### src/rtl/color_pkg.sv
// Shared types for the colour-tracking controller.
//   color_e : colour code from the colour detector (NONE/RED/GREEN/BLUE)
//   state_e : controller FSM states
package color_pkg;

  localparam int unsigned COLOR_W = 2;
  localparam int unsigned STATE_W = 3;

  typedef enum logic [COLOR_W-1:0] {
    NONE  = 2'd0,
    RED   = 2'd1,
    GREEN = 2'd2,
    BLUE  = 2'd3
  } color_e;

  typedef enum logic [STATE_W-1:0] {
    IDLE       = 3'd0,
    WAIT_COLOR = 3'd1,
    WAIT_VSYNC = 3'd2,
    STREAM     = 3'd3,
    WAIT_CENT  = 3'd4,
    DONE       = 3'd5
  } state_e;

  // States guarded by the watchdog.
  function automatic logic is_wait_state(input state_e s);
    return (s == WAIT_COLOR) || (s == WAIT_VSYNC) || (s == WAIT_CENT);
  endfunction

endpackage

### src/rtl/wdog_timer.sv
// Watchdog for the controller's waiting states.
// Ports:
//   clk, rst : clock, synchronous active-high reset
//   clear    : restart the count (state entry)
//   enable   : count while high
//   expired  : registered, high once TIMEOUT cycles have elapsed since clear
module wdog_timer #(
  parameter int unsigned TIMEOUT = 1000000
) (
  input  logic clk,
  input  logic rst,
  input  logic clear,
  input  logic enable,
  output logic expired
);

  localparam int unsigned CNT_W = (TIMEOUT > 1) ? $clog2(TIMEOUT) : 1;
  localparam logic [CNT_W-1:0] CNT_LAST = CNT_W'((TIMEOUT > 1) ? TIMEOUT - 1 : 0);
  localparam logic EXP_ON_CLEAR = (TIMEOUT <= 1);

  logic [CNT_W-1:0] cnt;
  logic [CNT_W-1:0] cnt_inc;

  assign cnt_inc = CNT_W'(cnt + 1'b1);

  // The clear cycle counts as the first waited cycle, so the consumer
  // reacts to expired exactly TIMEOUT cycles after entry.
  always_ff @(posedge clk) begin
    if (rst) begin
      cnt     <= '0;
      expired <= 1'b0;
    end else if (clear) begin
      cnt     <= '0;
      expired <= EXP_ON_CLEAR;
    end else if (enable && !expired) begin
      cnt     <= cnt_inc;
      expired <= (cnt_inc == CNT_LAST);
    end
  end

endmodule

### src/rtl/color_track_ctrl.sv
// Sequencer for one colour-tracking measurement: wait for a colour result,
// gate one camera frame through the colour filter, then wait for the
// centroid unit.
// Ports:
//   clk, rst            : clock, synchronous active-high reset
//   start               : request one measurement (accepted only in IDLE)
//   veml_ready, parcel_color : colour-detector strobe and code
//   vsync, pix_valid    : camera frame boundary and pixel strobe
//   cent_done           : centroid result valid
//   filt_en, filt_color : filter enable and latched colour code
//   frame_start, frame_end : one-cycle pulses to centroid unit
//   busy, done, err     : status (err sticky until the next accepted start)
module color_track_ctrl
  import color_pkg::*;
#(
  parameter int unsigned IMG_W   = 640,
  parameter int unsigned IMG_H   = 480,
  parameter int unsigned TIMEOUT = 1000000
) (
  input  logic               clk,
  input  logic               rst,
  input  logic               start,
  input  logic               veml_ready,
  input  logic [COLOR_W-1:0] parcel_color,
  input  logic               vsync,
  input  logic               pix_valid,
  input  logic               cent_done,
  output logic               filt_en,
  output logic [COLOR_W-1:0] filt_color,
  output logic               frame_start,
  output logic               frame_end,
  output logic               busy,
  output logic               done,
  output logic               err
);

  localparam int unsigned NPIX  = IMG_W * IMG_H;
  localparam int unsigned PIX_W = (NPIX > 1) ? $clog2(NPIX) : 1;
  localparam logic [PIX_W-1:0] PIX_LAST = PIX_W'(NPIX - 1);

  state_e             state, state_n;
  logic [PIX_W-1:0]   pix_cnt, pix_cnt_n;
  logic               filt_en_n;
  logic [COLOR_W-1:0] filt_color_n;
  logic               frame_start_n;
  logic               frame_end_n;
  logic               err_n;
  logic               wd_clear;
  logic               wd_enable;
  logic               wd_expired;

  // Watchdog restarts on every state change and runs only in waiting states.
  assign wd_clear  = (state_n != state);
  assign wd_enable = is_wait_state(state);

  wdog_timer #(
    .TIMEOUT (TIMEOUT)
  ) u_wdog (
    .clk     (clk),
    .rst     (rst),
    .clear   (wd_clear),
    .enable  (wd_enable),
    .expired (wd_expired)
  );

  // State and output registers; done/busy follow the next state directly.
  always_ff @(posedge clk) begin
    if (rst) begin
      state       <= IDLE;
      pix_cnt     <= '0;
      filt_en     <= 1'b0;
      filt_color  <= '0;
      frame_start <= 1'b0;
      frame_end   <= 1'b0;
      busy        <= 1'b0;
      done        <= 1'b0;
      err         <= 1'b0;
    end else begin
      state       <= state_n;
      pix_cnt     <= pix_cnt_n;
      filt_en     <= filt_en_n;
      filt_color  <= filt_color_n;
      frame_start <= frame_start_n;
      frame_end   <= frame_end_n;
      busy        <= (state_n != IDLE);
      done        <= (state_n == DONE);
      err         <= err_n;
    end
  end

  // Next-state and next-output logic.
  always_comb begin
    state_n       = state;
    pix_cnt_n     = pix_cnt;
    filt_en_n     = filt_en;
    filt_color_n  = filt_color;
    frame_start_n = 1'b0;
    frame_end_n   = 1'b0;
    err_n         = err;

    unique case (state)
      IDLE: begin
        if (start) begin
          state_n = WAIT_COLOR;
          err_n   = 1'b0;
        end
      end

      WAIT_COLOR: begin
        if (veml_ready) begin
          if (color_e'(parcel_color) != NONE) begin
            filt_color_n = parcel_color;
            state_n      = WAIT_VSYNC;
          end else begin
            err_n   = 1'b1;
            state_n = DONE;
          end
        end else if (wd_expired) begin
          err_n     = 1'b1;
          filt_en_n = 1'b0;
          state_n   = DONE;
        end
      end

      WAIT_VSYNC: begin
        if (vsync) begin
          filt_en_n     = 1'b1;
          frame_start_n = 1'b1;
          pix_cnt_n     = '0;
          state_n       = STREAM;
        end else if (wd_expired) begin
          err_n     = 1'b1;
          filt_en_n = 1'b0;
          state_n   = DONE;
        end
      end

      STREAM: begin
        // Final pixel takes priority over a coincident vsync.
        if (pix_valid && (pix_cnt == PIX_LAST)) begin
          filt_en_n   = 1'b0;
          frame_end_n = 1'b1;
          state_n     = WAIT_CENT;
        end else if (vsync) begin
          err_n       = 1'b1;
          filt_en_n   = 1'b0;
          frame_end_n = 1'b1;
          state_n     = DONE;
        end else if (pix_valid) begin
          pix_cnt_n = PIX_W'(pix_cnt + 1'b1);
        end
      end

      WAIT_CENT: begin
        if (cent_done) begin
          state_n = DONE;
        end else if (wd_expired) begin
          err_n     = 1'b1;
          filt_en_n = 1'b0;
          state_n   = DONE;
        end
      end

      DONE: begin
        state_n = IDLE;
      end

      default: begin
        state_n   = IDLE;
        filt_en_n = 1'b0;
      end
    endcase
  end

endmodule

### config.mk
export PLATFORM = sky130hd
export DESIGN_NAME = color_track_ctrl
export DESIGN_NICKNAME = d
export VERILOG_FILES = /design/src/rtl/color_pkg.sv /design/src/rtl/wdog_timer.sv /design/src/rtl/color_track_ctrl.sv
export SDC_FILE = /design/constraint.sdc
export NUM_CORES = 1
export LEC_CHECK = 0
export CORE_MARGIN = 4
export CORE_UTILIZATION = 45
export CTS_CLUSTER_SIZE = 12
export DETAILED_ROUTE_END_ITERATION = 6
export GPL_ROUTABILITY_DRIVEN = 0
export PLACE_DENSITY = 0.62
export REMOVE_ABC_BUFFERS = 1
export SKIP_LAST_GASP = 1
export SLEW_MARGIN = 20
export SYNTH_ARGS = -nofsm -noshare
export SYNTH_HDL_FRONTEND = slang
export SYNTH_HIERARCHICAL = 1
export SYNTH_SLANG_ARGS = --single-unit
### constraint.sdc
create_clock -name clk -period 2.71 [get_ports clk]
set_input_delay 0.4065 -clock clk [delete_from_list [all_inputs] [get_ports clk]]
set_output_delay 0.4065 -clock clk [all_outputs]
set_load 0.02 [all_outputs]
# Yosys cells after proc, flatten, opt, wreduce, memory -nomap -nowiden
# Index checks and enable logic that the tools add are counted.
dict set report totals {
  ff_bits 51
  in_bits 9
  out_inout_bits 8
  elab_cells 86
}
dict set report op_classes {
  add_sub_neg 2
  n_eq_ne 20
  muxes 32
  bitwise_logic 3
  reduce_logical 18
}
# operator n
set ops {}
lappend ops {{$mux 19} 4}
lappend ops {{$pmux 19 s2} 1}
lappend ops {{$mux 3} 8}
lappend ops {{$add 20x1->20 const B} 1}
lappend ops {{$eq 20x20->1 const B} 1}
lappend ops {{$add 19x1->19 const B} 1}
lappend ops {{$eq 19x19->1 const B} 1}
lappend ops {{$ne 2x2->1 const B} 9}
lappend ops {{$mux 1} 16}
lappend ops {{$pmux 3 s5} 1}
lappend ops {{$pmux 1 s5} 2}
lappend ops {{$eq 3x3->1 const B} 3}
lappend ops {{$reduce_or 2->1} 4}
lappend ops {{$reduce_and 7->1} 1}
lappend ops {{$eq 3x2->1 const B} 2}
lappend ops {{$ne 3x3->1 const B} 2}
lappend ops {{$reduce_and 5->1} 1}
lappend ops {{$reduce_bool 5->1} 1}
lappend ops {{$reduce_and 4->1} 1}
lappend ops {{$reduce_bool 2->1} 2}
lappend ops {{$eq 3x1->1 const B} 1}
lappend ops {{$logic_not 3->1} 1}
lappend ops {{$ne 3x3->1} 1}
lappend ops {{$not 1->1} 3}
lappend ops {{5 further kinds} 7}

# Longest topological paths before layout
# Gate-level depths: netlist of the first run.
dict set report depth {
  word_depth 6
  depth_mapped 12
  ltp_nobuf 12
}

# Cells and area by module
# The synthesis of the first run kept the hierarchy.
# module instances cells_per_inst area_per_inst_um2 seq_area_each_um2
set modules_own_cells {}
lappend modules_own_cells {color_track_ctrl 1 201 1629.1 600.6}
lappend modules_own_cells {wdog_timer 1 162 1306.3 420.4}

# Worst setup path after synthesis of the first run
# No wires, ideal clock.
dict set report synth_timing {
  path_kind {reg2reg}
  start {register state[0]}
  end {register u_wdog.expired}
  setup_time_ns 0.084
  arrival_time_ns 2.198
  required_ns 2.626
  slack_ns 0.428
  path_stages_with_launch 12
  n_path_buf 1
  period_less_slack_ns 2.282
  cell_sequence {dfxtp_1 -> clkbuf_1 -> or3b_2 -> nor2_1 -> o211ai_1 -> o21a_1 -> o22a_1 -> nor2_1 -> nand4b_1 -> nor4_1 -> o2111ai_1 -> o31ai_2}
}
dict set report synth_between {
  elab_chain_cells 5
  elab_cells_between_ends 18
  cone_classes {eq/ne (5); mux (8); reduce/logical (5)}
}
# element line_no
set synth_rtl {}
lappend synth_rtl {{from (decl)} color_track_ctrl.sv:41} ;# state_e state, state_n;
lappend synth_rtl {{from (signal assigned)} color_track_ctrl.sv:79} ;# state <= state_n;
lappend synth_rtl {{$mux 3, on equally long branches (2 in series)} n/a}
lappend synth_rtl {{$pmux 3 s5} color_track_ctrl.sv:101} ;# unique case (state)
lappend synth_rtl {{$ne 3x3->1 *} color_track_ctrl.sv:53} ;# assign wd_clear = (state_n != state);
lappend synth_rtl {{via wd_clear} color_track_ctrl.sv:48} ;# logic wd_clear;
lappend synth_rtl {{$reduce_or 2->1 (no source line) *} n/a}
lappend synth_rtl {{to (signal assigned)} wdog_timer.sv:37} ;# expired <= (cnt_inc == CNT_LAST);
lappend synth_rtl {{to (decl)} wdog_timer.sv:14} ;# output logic expired
# The timed path passes the listed nets; every way through them passes the cells marked *.
# A chain may end at the register's enable or synchronous reset.

# Final worst setup path of the first run
dict set report layout_timing {
  start {register state[1]}
  end {register u_wdog.expired}
}
# The elaborated chain is that of the path after synthesis.

==> flow_metrics.py, run 1 <==
metrics = {
    "yosys": {
        "yosysWarnings": 6,
        "syn_inst": 363,
        "synthArstFlopShare_pct": 0,
        "synth_edf_count": 0,
        "ys.flop_type": "dfxtp_1",
        "netlist_area_sq_mm": 0.002935,
        "ys_ff_latch": 51,
        "syn_area_per_cell_sq_um": 8.086,
        "ys_types": 64,
        "yosysSeqAreaShare_pct": 34.78,
    },
    "detailed_routing": {
        "ant_nets": 0,
        "drt-wirelength-per-cell_um": 13.55,
        "drc": 0,
        "routed_wl_mm": 6.152,
        "drt_iter0_drc": 136,
        "vias": 2516,
        "viasPerCell": 5.542,
        "drt_first_pass_iters": 4,
    },
    "sta": {
        "clock_skew_ps": 10.36,
        "maxSlewViolCount": 0,
        "relSlewSlack_pct": 61.99,
        "rsz0062_at_grt": "false",
        "max_freq_ghz": 0.4126,
        "fin_tns_setup_ps": 0,
        "hold_viol_final": 0,
        "setup_ws_ps": 286.3,
        "setup_viol": 0,
        "worst_pin_slew_ps": 564.2,
        "period_needed_ps": 2424,
        "timing.hold.ws_ps": 470.5,
        "post-route-period-util_pct": 89.44,
    },
    "power_and_ir_drop": {
        "total_power_mw": 1.469,
        "power.leakage_nw": 1.047,
        "power_density_mw_per_mm2": 450.8,
        "peakVddDrop_mv": 0.2639,
    },
    "clocking": {
        "cts_setup_buffers": 0,
        "cts_tree": "built",
        "clk_pin_slew_worst_paths_ps": 90,
        "cts.path.max_buffers": 2,
        "cts_hold_buf": 0,
        "post_cts_resize_count": 0,
        "clk_latency_ps": 300,
        "cts-root-buf": "clkbuf_8",
        "cts_max_level": 2,
        "clock-sinks": 51,
        "cts_made_buffers": 5,
    },
    "floorplan": {
        "fp.dieH_um": 88.77,
        "design.die.area_sq_mm": 0.007879,
        "io_pins": 17,
        "rows": 29,
        "start_util_pct": 46.23,
        "coreArea_sq_mm": 0.006350,
        "die_w_um": 88.77,
    },
    "global_route": {
        "grt_max_degree": 21,
        "grt-busiest-layer": "met2",
        "grt_first_pass_wirelength_mm": 10.46,
        "track_usage_pct": 16.48,
        "met1_usage_pct": 24.00,
        "antenna_found_initial": 0,
        "grt_pass1_vias": 2236,
        "grt.overflow.total": 0,
        "gr-usage-met3_pct": 3.166,
        "met2_usage_pct": 24.49,
    },
    "worst_setup_path": {
        "cp-start-kind": "register",
        "path_max_fanout": 9,
        "crit_type": "reg -> reg",
        "cp-end-kind": "register",
        "reg2reg_depth": 10,
        "required_ps": 2940,
        "crit_arrival_ps": 2650,
    },
    "place": {
        "pre_cts_slack_ps": 53.36,
        "place_area_sq_mm": 0.003173,
        "dp.cells": 446,
        "dp_hpwl_mm": 4.366,
        "io_buffers": 16,
    },
    "final_layout": {
        "drive_gt1_share_pct": 7.958,
        "finish.utilization_pct": 51.31,
        "fin_cells": 454,
        "final_cell_mix": "dfxtp_1, nor2_1, nand2_1",
        "final_design_area_no_fill_sq_mm": 0.003258,
        "area_growth_pct": 11.00,
        "final_common_cell": "dfxtp_1",
        "layout.nets": 389,
        "n_antenna_cell": 0,
        "fillCellCount": 606,
    },
    "outcome": {
        "status": "complete, no violations",
    },
    "min_path": {
        "hold_depth": 2,
        "hold_class": "reg -> reg",
    },
    "job": {
        "cap_violations": 0,
    },
}
==> final timing paths <==
path / startpoint / end / slack (ps)
setup / recovery: state[1] / u_wdog/expired / 290
hold / removal: filt_color[0] / filt_color[0] / 470
setup reg to reg: state[1] / u_wdog/expired / 290
hold reg to reg: filt_color[0] / filt_color[0] / 470
==> power breakdown <==
part / total (mW) / internal [mW] / switching [mW]
Combinational: 0.253 / 0.110 / 0.142
Sequential: 0.785 / 0.767 / 0.0172
Clock: 0.432 / 0.181 / 0.251
==> metal layers <==
metal	share of wire, %	wire length (um)	vias up
met5	0	0	-
met4	1.4	84	0
met3	4.0	249	8
met2	42	2562	40
met1	53	3255	1144
li1	-	-	1324
==> cell usage after synthesis, drive strengths merged (10+ instances only) <==
cell	number	area, sq um
a21oi	14	70.07
buf	11	76.32
clkbuf	10	37.54
dfxtp	51	1021
nand2	29	108.9
nand3	19	100.1
nand4	11	90.08
nor2	49	183.9
nor3	16	80.08
o21ai	17	85.08
xnor2	19	166.4
xor2	12	105.1
==> registers in the layout (all words and copies together) (netlist names) <==
name and flops:
done 1, err 1, frame_end 1, filt_en 1, u_wdog/cnt 20, pix_cnt 19, frame_start 1, state 3
busy 1, filt_color 2, u_wdog/expired 1
==> layout make-up <==
cell class                 count  area [sq um]  area share, %
multi-input combinational    282          1767          54.22
clock buffer                   6         72.57          2.227
timing repair buffer          27         255.2          7.834
sequential                    51          1021          31.34
tap                           77         96.34          2.957
inverter                       9         33.78          1.037
clock inverter                 2         12.51         0.3840
==> critical path, cell delays in order (launching register included) <==
cell and delay, ps:
dfxtp_1 410, or3b_2 490, nor2_1 180, o211ai_1 120, o21a_1 110, o22a_1 200
nor2_1 130, nand4b_1 130, nor4_1 190, o2111ai_1 190, o31ai_2 190
==> cell families (layout without fill, tap and decap cells) <==
| logic type | after synthesis | after routing | synth area share, % |
|---|---|---|---|
| buffers and inverters | 30 | 44 | 5.030 |
| AOI/OAI and AO/OA | 67 | 67 | 15.47 |
| and+or+nand+nor | 180 | 180 | 33.76 |
| adders and majority gates | 4 | 4 | 1.705 |
| xor gates and xnor gates | 31 | 31 | 9.250 |
| DFF | 51 | 51 | 34.78 |
Note: power is estimated with default switching activity, not from simulation.
==> inputs of run 2 (changes only) <==
CAP_MARGIN = 20   (was not set)
==> results of run 2 <==
The final DEF is identical to that of run 1; final timing and power are the same.
==> inputs of run 3 (changes only) <==
DONT_BUFFER_PORTS = 1   (was not set)
PLACE_DENSITY = 0.59   (was 0.62)
SKIP_LAST_GASP = not set   (was 1)
==> flow_metrics.py, run 3 (synthesis results as in run 1) <==
metrics = {
    "global_route": {
        "gr-usage-met3_pct": 3.352,
        "track_usage_pct": 16.58,
        "grt.overflow.total": 0,
        "grt-busiest-layer": "met2",
        "grt_first_pass_wirelength_mm": 10.46,
        "antenna_found_initial": 0,
        "met2_usage_pct": 25.64,
        "grt_max_degree": 21,
        "grt_pass1_vias": 2270,
        "met1_usage_pct": 22.93,
    },
    "floorplan": {
        "io_pins": 17,
        "die_w_um": 88.77,
        "coreArea_sq_mm": 0.006350,
        "rows": 29,
        "fp.dieH_um": 88.77,
        "design.die.area_sq_mm": 0.007879,
        "start_util_pct": 46.23,
    },
    "job": {
        "cap_violations": 0,
    },
    "sta": {
        "fin_tns_setup_ps": 0,
        "hold_viol_final": 0,
        "period_needed_ps": 2478,
        "maxSlewViolCount": 0,
        "rsz0062_at_grt": "false",
        "clock_skew_ps": 11.89,
        "max_freq_ghz": 0.4035,
        "post-route-period-util_pct": 91.44,
        "worst_pin_slew_ps": 635.7,
        "setup_viol": 0,
        "relSlewSlack_pct": 57.62,
    },
    "worst_setup_path": {
        "reg2reg_depth": 12,
        "path_max_fanout": 5,
        "worstReg2RegEnd": "u_wdog/expired",
        "crit_type": "reg -> reg",
        "startpoint": "pix_cnt[0]",
        "required_ps": 2940,
        "crit_arrival_ps": 2710,
        "worstSetupEndpoint": "u_wdog/expired",
        "r2r_start": "pix_cnt[0]",
        "cp-end-kind": "register",
        "cp-start-kind": "register",
        "regToRegSetupSlack_ps": 230,
    },
    "clocking": {
        "cts_tree": "built",
        "clk_pin_slew_worst_paths_ps": 100,
        "clk_latency_ps": 310,
        "cts_made_buffers": 5,
        "cts_max_level": 2,
        "clock-sinks": 51,
        "cts_setup_buffers": 0,
        "cts.path.max_buffers": 2,
        "post_cts_resize_count": 0,
        "cts-root-buf": "clkbuf_8",
        "cts_hold_buf": 0,
    },
    "detailed_routing": {
        "routed_wl_mm": 6.135,
        "drt_iter0_drc": 128,
        "viasPerCell": 5.770,
        "drt-wirelength-per-cell_um": 14.23,
        "drc": 0,
        "ant_nets": 0,
        "drt_first_pass_iters": 4,
        "vias": 2487,
    },
    "final_layout": {
        "fillCellCount": 614,
        "top_register": "u_wdog/cnt",
        "final_common_cell": "dfxtp_1",
        "n_antenna_cell": 0,
        "drive_gt1_share_pct": 6.780,
        "regArea_sq_mm": 0.001021,
        "layout.nets": 366,
        "largest_reg_flops": 20,
        "top_regs": "u_wdog/cnt (20), pix_cnt (19), state (3)",
        "area_growth_pct": 3.794,
        "final_cell_mix": "dfxtp_1, nor2_1, nand2_1",
        "multi_input_area_sq_mm": 0.001767,
    },
    "power_and_ir_drop": {
        "total_power_mw": 1.445,
        "peakVddDrop_mv": 0.2968,
        "power_density_mw_per_mm2": 474.2,
        "power.leakage_nw": 0.9560,
    },
    "place": {
        "dp_hpwl_mm": 4.468,
        "io_buffers": 0,
    },
    "outcome": {
        "status": "complete, no violations",
    },
    "min_path": {
        "hold_class": "in -> reg",
    },
}
## run 3: cell types whose count changed in the layout (fill, tap and decap cells not counted), sizes merged
cell,delta
clkdlybuf4s50,-16
buf,-7
## run 3: final cells by class
cell class                 instances  share of cell area (%)
multi-input combinational        282                   57.99
inverter                           9                   1.109
timing repair buffer               4                  0.9856
clock inverter                     2                  0.5339
sequential                        51                   33.51
tap                               77                   3.162
clock buffer                       6                   2.710
## run 3: layer usage
| metal | part of all wire, % | vias to the layer above |
|---|---|---|
| li1 | - | 1274 |
| met1 | 50 | 1156 |
| met2 | 44 | 49 |
| met3 | 4.2 | 8 |
| met4 | 1.5 | 0 |
| met5 | 0 | - |
## run 3: how the worst min path moves through the flow
stage	from	end	slack, ps	cells after the start
after CTS	rst	filt_en	130	1
after detailed placement	rst	filt_en	480	1
after global routing	rst	filt_en	120	1
after floorplan	pix_cnt[0]	pix_cnt[0]	460	2
final	rst	filt_en	150	1
after global placement	pix_cnt[0]	pix_cnt[0]	480	2
## run 3: power by group
part | internal [mW] | switching, mW | total [mW]
Clock | 0.209 | 0.252 | 0.460
Combinational | 0.0692 | 0.115 | 0.184
Sequential | 0.767 | 0.0323 | 0.800
## run 3: critical path, stage by stage (launching register included)
cell and delay (ps):
dfxtp_1 350, ha_1 220, inv_1 130, or3_1 230, o21a_1 230, o211ai_1 120
o21a_1 120, o22a_1 200, nor2_1 150, nand4b_1 120, nor4_1 180, o2111ai_1 180
o31ai_2 180
## run 3: stage by stage
stage	utilization, %	cell area [sq um]	setup slack [ps]	hold WS, ps	std cells
after floorplan	-	2821	341.1	463.6	342
after global placement	46.42	2948	393.8	479.9	423
after detailed placement	46.42	2948	274.0	479.2	423
after CTS	47.98	3047	248.7	134.3	431
after global routing	47.98	3047	2.138	119.6	431
final	47.98	3047	232.0	149.1	431
